## src/rtl/fetch_unit.sv

```systemverilog
// rtl/fetch_unit.sv - instruction fetch with 2-deep request budget, response FIFO and redirect discard
// Requests are gated so in-flight + discarded + buffered never exceeds the 2-entry FIFO.
module fetch_unit #(
  parameter logic [31:0] RESET_PC = 32'h0000_0000
) (
  input  logic        clk,
  input  logic        reset_n,
  input  logic        stall_IF,
  input  logic        redirect_valid,
  input  logic [31:0] redirect_pc,
  output logic        imem_req,
  output logic [31:0] imem_addr,
  input  logic        imem_gnt,
  input  logic        imem_rvalid,
  input  logic [31:0] imem_rdata,
  output logic        valid_IF,
  output logic [31:0] instr_IF,
  output logic [31:0] pc_IF
);

  logic [31:0] r_pc;
  logic        r_run;
  logic [1:0]  r_out_cnt;
  logic [1:0]  r_disc_cnt;
  logic [1:0]  r_fifo_cnt;
  logic [31:0] r_inf_pc   [2];
  logic [31:0] r_fifo_pc  [2];
  logic [31:0] r_fifo_instr [2];

  logic [2:0]  w_used;
  logic [1:0]  w_pending;
  logic [1:0]  w_inf_idx;
  logic [1:0]  w_fifo_idx;
  logic        w_grant;
  logic        w_take;
  logic        w_drop;
  logic        w_pop;
  logic        w_unused;

  assign w_used     = {1'b0, r_out_cnt} + {1'b0, r_disc_cnt} + {1'b0, r_fifo_cnt};
  assign w_pending  = r_out_cnt + r_disc_cnt;
  assign imem_req   = r_run && !redirect_valid && (w_used < 3'd2);
  assign imem_addr  = {r_pc[31:2], 2'b00};
  assign w_grant    = imem_req && imem_gnt;
  assign w_drop     = imem_rvalid && (r_disc_cnt != 2'd0);
  assign w_take     = imem_rvalid && (r_disc_cnt == 2'd0) && (r_out_cnt != 2'd0);
  assign valid_IF   = (r_fifo_cnt != 2'd0);
  assign w_pop      = valid_IF && !stall_IF;
  assign w_inf_idx  = r_out_cnt - {1'b0, w_take};
  assign w_fifo_idx = r_fifo_cnt - {1'b0, w_pop};
  assign instr_IF   = valid_IF ? r_fifo_instr[0] : 32'h0;
  assign pc_IF      = valid_IF ? r_fifo_pc[0] : 32'h0;
  assign w_unused   = &{1'b0, redirect_pc[1:0]};

  always_ff @(posedge clk or negedge reset_n) begin
    if (!reset_n) begin
      r_pc            <= RESET_PC;
      r_run           <= 1'b0;
      r_out_cnt       <= 2'd0;
      r_disc_cnt      <= 2'd0;
      r_fifo_cnt      <= 2'd0;
      r_inf_pc[0]     <= 32'h0;
      r_inf_pc[1]     <= 32'h0;
      r_fifo_pc[0]    <= 32'h0;
      r_fifo_pc[1]    <= 32'h0;
      r_fifo_instr[0] <= 32'h0;
      r_fifo_instr[1] <= 32'h0;
    end else begin
      r_run <= 1'b1;
      if (redirect_valid) begin
        // every response still owed becomes a discard, minus one arriving right now
        r_pc       <= {redirect_pc[31:2], 2'b00};
        r_out_cnt  <= 2'd0;
        r_fifo_cnt <= 2'd0;
        r_disc_cnt <= (imem_rvalid && (w_pending != 2'd0)) ? w_pending - 2'd1 : w_pending;
      end else begin
        if (w_grant) r_pc <= r_pc + 32'd4;
        r_out_cnt  <= r_out_cnt - {1'b0, w_take} + {1'b0, w_grant};
        r_fifo_cnt <= r_fifo_cnt - {1'b0, w_pop} + {1'b0, w_take};
        if (w_drop) r_disc_cnt <= r_disc_cnt - 2'd1;

        if (w_take) r_inf_pc[0] <= r_inf_pc[1];
        if (w_grant) begin
          if (w_inf_idx == 2'd0) r_inf_pc[0] <= imem_addr;
          else                   r_inf_pc[1] <= imem_addr;
        end

        if (w_pop) begin
          r_fifo_pc[0]    <= r_fifo_pc[1];
          r_fifo_instr[0] <= r_fifo_instr[1];
        end
        if (w_take) begin
          if (w_fifo_idx == 2'd0) begin
            r_fifo_pc[0]    <= r_inf_pc[0];
            r_fifo_instr[0] <= imem_rdata;
          end else begin
            r_fifo_pc[1]    <= r_inf_pc[0];
            r_fifo_instr[1] <= imem_rdata;
          end
        end
      end
    end
  end

  a_no_stray_rvalid: assert property (@(posedge clk) disable iff (!reset_n)
    imem_rvalid |-> (r_out_cnt != 2'd0 || r_disc_cnt != 2'd0))
    else $warning("fetch_unit: stray imem_rvalid ignored");

endmodule

```

## config.mk

```make
export PLATFORM = sky130hd
export DESIGN_NAME = fetch_unit
export DESIGN_NICKNAME = d
export VERILOG_FILES = /design/src/rtl/fetch_unit.sv
export SDC_FILE = /design/constraint.sdc
export NUM_CORES = 1
export LEC_CHECK = 0
export BUFFER_PORTS_ARGS = -buffer_cell sky130_fd_sc_hd__buf_2
export CORE_MARGIN = 2
export CORE_UTILIZATION = 50
export DETAILED_ROUTE_END_ITERATION = 10
export HOLD_SLACK_MARGIN = 0.12
export MAX_ROUTING_LAYER = met4
export PLACE_DENSITY_LB_ADDON = 0.15
export SETUP_SLACK_MARGIN = 0.4
export SYNTH_ARGS = -nofsm -noshare
export SYNTH_HDL_FRONTEND = slang
export SYNTH_SLANG_ARGS = --single-unit
```

## constraint.sdc

```tcl
create_clock -name clk -period 3.1 [get_ports clk]
set_input_delay 0.155 -clock clk [delete_from_list [all_inputs] [get_ports clk]]
set_output_delay 0.155 -clock clk [all_outputs]
set_load 0.02 [all_outputs]
```

==> results.sh <==
export IMPL_hold_path_class="in2reg"
export IMPL_p_sw_frac=0.3469
export IMPL_io_buffer_count=163
export IMPL_nNetsFinal=1209
export IMPL_postPlaceCellArea_sq_um=11760
export IMPL_crit_required_ps=3510
export IMPL_wl_per_cell_um=17.89
export IMPL_dr_wl_met2_mm=11.33
export IMPL_fp_row_count=53
export IMPL_wl_mm=25.39
export IMPL_finalPower_mw=12.60
export IMPL_ir_drop_mv=0.4871
export IMPL_path_class="reg2reg"
export IMPL_die_w_um=150.5
export IMPL_grt_pass1_wl_mm=41.17
export IMPL_fin_crit_sh=0.8458
export IMPL_rsz0062_at_grt="false"
export IMPL_start_util=0.5101
export IMPL_gp_congestion=0.8184
export IMPL_grt_pass1_vias=7947
export IMPL_clk_pin_slew_worst_paths_ps=60
export IMPL_worstReg2RegStart="r_fifo_cnt[1]$_DFF_PN0_"
export IMPL_async_reset_ff_frac=1.000
export IMPL_p_int_mw=8.232
export IMPL_route_met3_wl_mm=1.305
export IMPL_synth_common_cells="dfrtp_1, o22a_1, mux2_2"
export IMPL_yosysMostFrequentCell="dfrtp_1"
export IMPL_holdCritStartpoint="imem_gnt"
export IMPL_switchingPower_mw=4.372
export IMPL_drive_above_1_share=0.2902
export IMPL_synth_distinct_cells=63
export IMPL_reg2reg_depth=10
export IMPL_tightest_slew_ps=982.7
export IMPL_met1_length_mm=12.29
export IMPL_hold_path_end="r_pc[28]$_DFFE_PN0P_"
export IMPL_fmax_ghz=0.3814
export IMPL_max_cap_violations=0
export IMPL_cts_buffer_depth=3
export IMPL_fin_crit_ps=2622
export IMPL_syn_area_sq_um=10720
export IMPL_final_cell_area_sq_um=13310
export IMPL_die_height_um=150.5
export IMPL_p_per_area_nw_per_um2=947.2
export IMPL_dp_cells=1308
export IMPL_grt_use_total=0.2314
export IMPL_ant_nets=0
export IMPL_io_pins=168
export IMPL_antenna_found_initial=0
export IMPL_synth_edff_count=0
export IMPL_post_route_util=0.6330
export IMPL_num_vias=8055
export IMPL_ys_ff_latch=227
export IMPL_skew_ps=11.20
export IMPL_setup_viol=0
export IMPL_relSlewSlack=0.3426
export IMPL_via_per_inst=5.677
export IMPL_seq_area_frac_synth=0.5297
export IMPL_fin_cells=1419
export IMPL_start_kind="flop"
export IMPL_syn_area_per_cell_sq_um=11.68
export IMPL_clk_latency_ps=530
export IMPL_fill_cells=1670
export IMPL_r2r_setup_slack_ps=480
export IMPL_final_max_slew_viol_count=0
export IMPL_cp_max_fo=29
export IMPL_ys_flop_type="dfrtp_1"
export IMPL_topRoutingLayerUsed="met4"
export IMPL_setup_tns_ps=0
export IMPL_drt_iter0_markers=470
export IMPL_status="finished clean"
export IMPL_power_frac_comb=0.368
export IMPL_synth_cells=918
export IMPL_clockPowerShare=0.234
export IMPL_core_sq_um=21020
export IMPL_yosys_warnings=0
export IMPL_diodes=0
export IMPL_firstDrtPassIters=4
export IMPL_cts_max_level=1
export IMPL_die_area_sq_um=22640
export IMPL_cts_root_buf="clkbuf_16"
export IMPL_synth_area_leaders="dfrtp_1, o22a_1, mux2_2"
export IMPL_route_detailed_drc=0
export IMPL_cts_tree="built"
export IMPL_cts_sinks=227
export IMPL_dp_hpwl_mm=15.57
export IMPL_cts_made_buffers=25
export IMPL_hold_violations=0
export IMPL_arrival_ps=3030
export IMPL_grt_max_degree=101
export IMPL_synth_top_area_cell="dfrtp_1"
export IMPL_pwr_share_seq=0.398
export IMPL_synth_top_area_share=0.5297
export IMPL_synthToLayoutAreaGrowth_pct=24.08
export IMPL_grt_ovfl_total=0
export IMPL_r2r_end="r_pc[30]$_DFFE_PN0P_"
export IMPL_p_leak_nw=6.236
export IMPL_endpoint_kind="flop"
export IMPL_hold_depth=6
-- worst max path at each step --
stage / cells after the start / start / endpoint / slack, ps
after floorplan: 11 / r_out_cnt[1]$_DFF_PN0_ / r_out_cnt[0]$_DFF_PN0_ / 540
after CTS: 11 / r_fifo_cnt[1]$_DFF_PN0_ / r_pc[26]$_DFFE_PN0P_ / 430
after global placement: 10 / r_fifo_cnt[1]$_DFF_PN0_ / r_pc[27]$_DFFE_PN0P_ / 240
after detailed placement: 10 / r_fifo_cnt[1]$_DFF_PN0_ / r_pc[27]$_DFFE_PN0P_ / 210
after global routing: 10 / r_disc_cnt[1]$_DFFE_PN0P_ / r_pc[30]$_DFFE_PN0P_ / 380
final: 10 / r_fifo_cnt[1]$_DFF_PN0_ / r_pc[30]$_DFFE_PN0P_ / 480
-- what timing repair did --
action / 4_1_cts / 5_1_grt
resized for setup: 4 / 9
setup buffers: 1 / 2
cloned: 0 / 0
pin swaps: 0 / 4
setup endpoints to repair: 25 / 73
endpoints found under the hold margin: 207 / 0
hold buffers: 65 / 0
-- area by class of cell --
cell class	instances	area, sq um	area share
multi-input cells	605	4679	0.3517
clock inverters	5	56.30	0.004231
clock buffers	38	764.5	0.05745
flip-flops and latches	227	5680	0.4269
inverters	15	58.81	0.004419
repair buffers	254	1723	0.1295
well taps	275	344.1	0.02586
-- registers in the layout, summed over array words and instances (netlist names) --
register      count
r_fifo_cnt        2
r_disc_cnt        2
r_fifo_pc        64
r_inf_pc         62
r_pc             30
r_out_cnt         2
r_fifo_instr     64
r_run             1
-- critical path: stages, from the launching register on --
cell	delay [ps]
dfrtp_1	400
inv_2	70
fa_1	480
inv_1	60
ha_4	210
nor3b_2	230
nand3_2	160
buf_4	280
nor3_4	260
a31oi_1	110
a211o_1	240
-- power groups by stage --
stage / combinational (mW) / clock (mW) / sequential, mW
3_5_place_dp: 4.54 / 0 / 5.05
6_report: 4.64 / 2.95 / 5.01
3_3_place_gp: 4.46 / 0 / 4.99
2_1_floorplan: 3.40 / 0 / 4.83
4_1_cts: 4.64 / 3.01 / 5.00
5_1_grt: 5.11 / 3.14 / 5.17
-- placed cells by master, fill, tap and decap left out, drive strengths merged, types with 12 or more instances in the layout --
cell type,netlist,layout
dfrtp,227,227
nand2,40,40
o21ai,24,24
inv,15,16
o22a,128,128
nand4,12,12
a21oi,37,37
dlygate4sd3,0,65
nor2,52,52
buf,52,189
mux2,92,92
nand3,18,18
and2,69,69
clkbuf,20,38
mux2i,33,33
-- metrics by stage --
stage / hold slack (ps) / setup WS (ps)
after floorplan: -140.6 / 539.6
final: 232.3 / 478.1
after global placement: 250.0 / 236.8
after global routing: 259.7 / 384.6
after detailed placement: 248.6 / 212.5
after CTS: 241.8 / 430.8
-- routing by layer --
metal  up-vias  GRT usage
met1      4014     0.3282
met2       228     0.3555
met5         -          -
met4         0    0.05283
li1       3779          -
met3        34    0.03394
-- cell families (layout without fill, tap and decap cells) --
| group | Yosys count | in the layout | share of synthesized area |
|---|---|---|---|
| buffers and inverters | 87 | 312 | 0.04025 |
| XOR/XNOR | 7 | 7 | 0.006417 |
| AO/OA/AOI/OAI | 231 | 231 | 0.1656 |
| AND/OR/NAND/NOR | 228 | 228 | 0.1164 |
| adder cells (fa/ha/maj) | 11 | 11 | 0.01353 |
| flip-flops | 227 | 227 | 0.5297 |
| other | 2 | 3 | 0.0007003 |
| multiplexers | 125 | 125 | 0.1274 |
(Power assumes the default switching activity.)
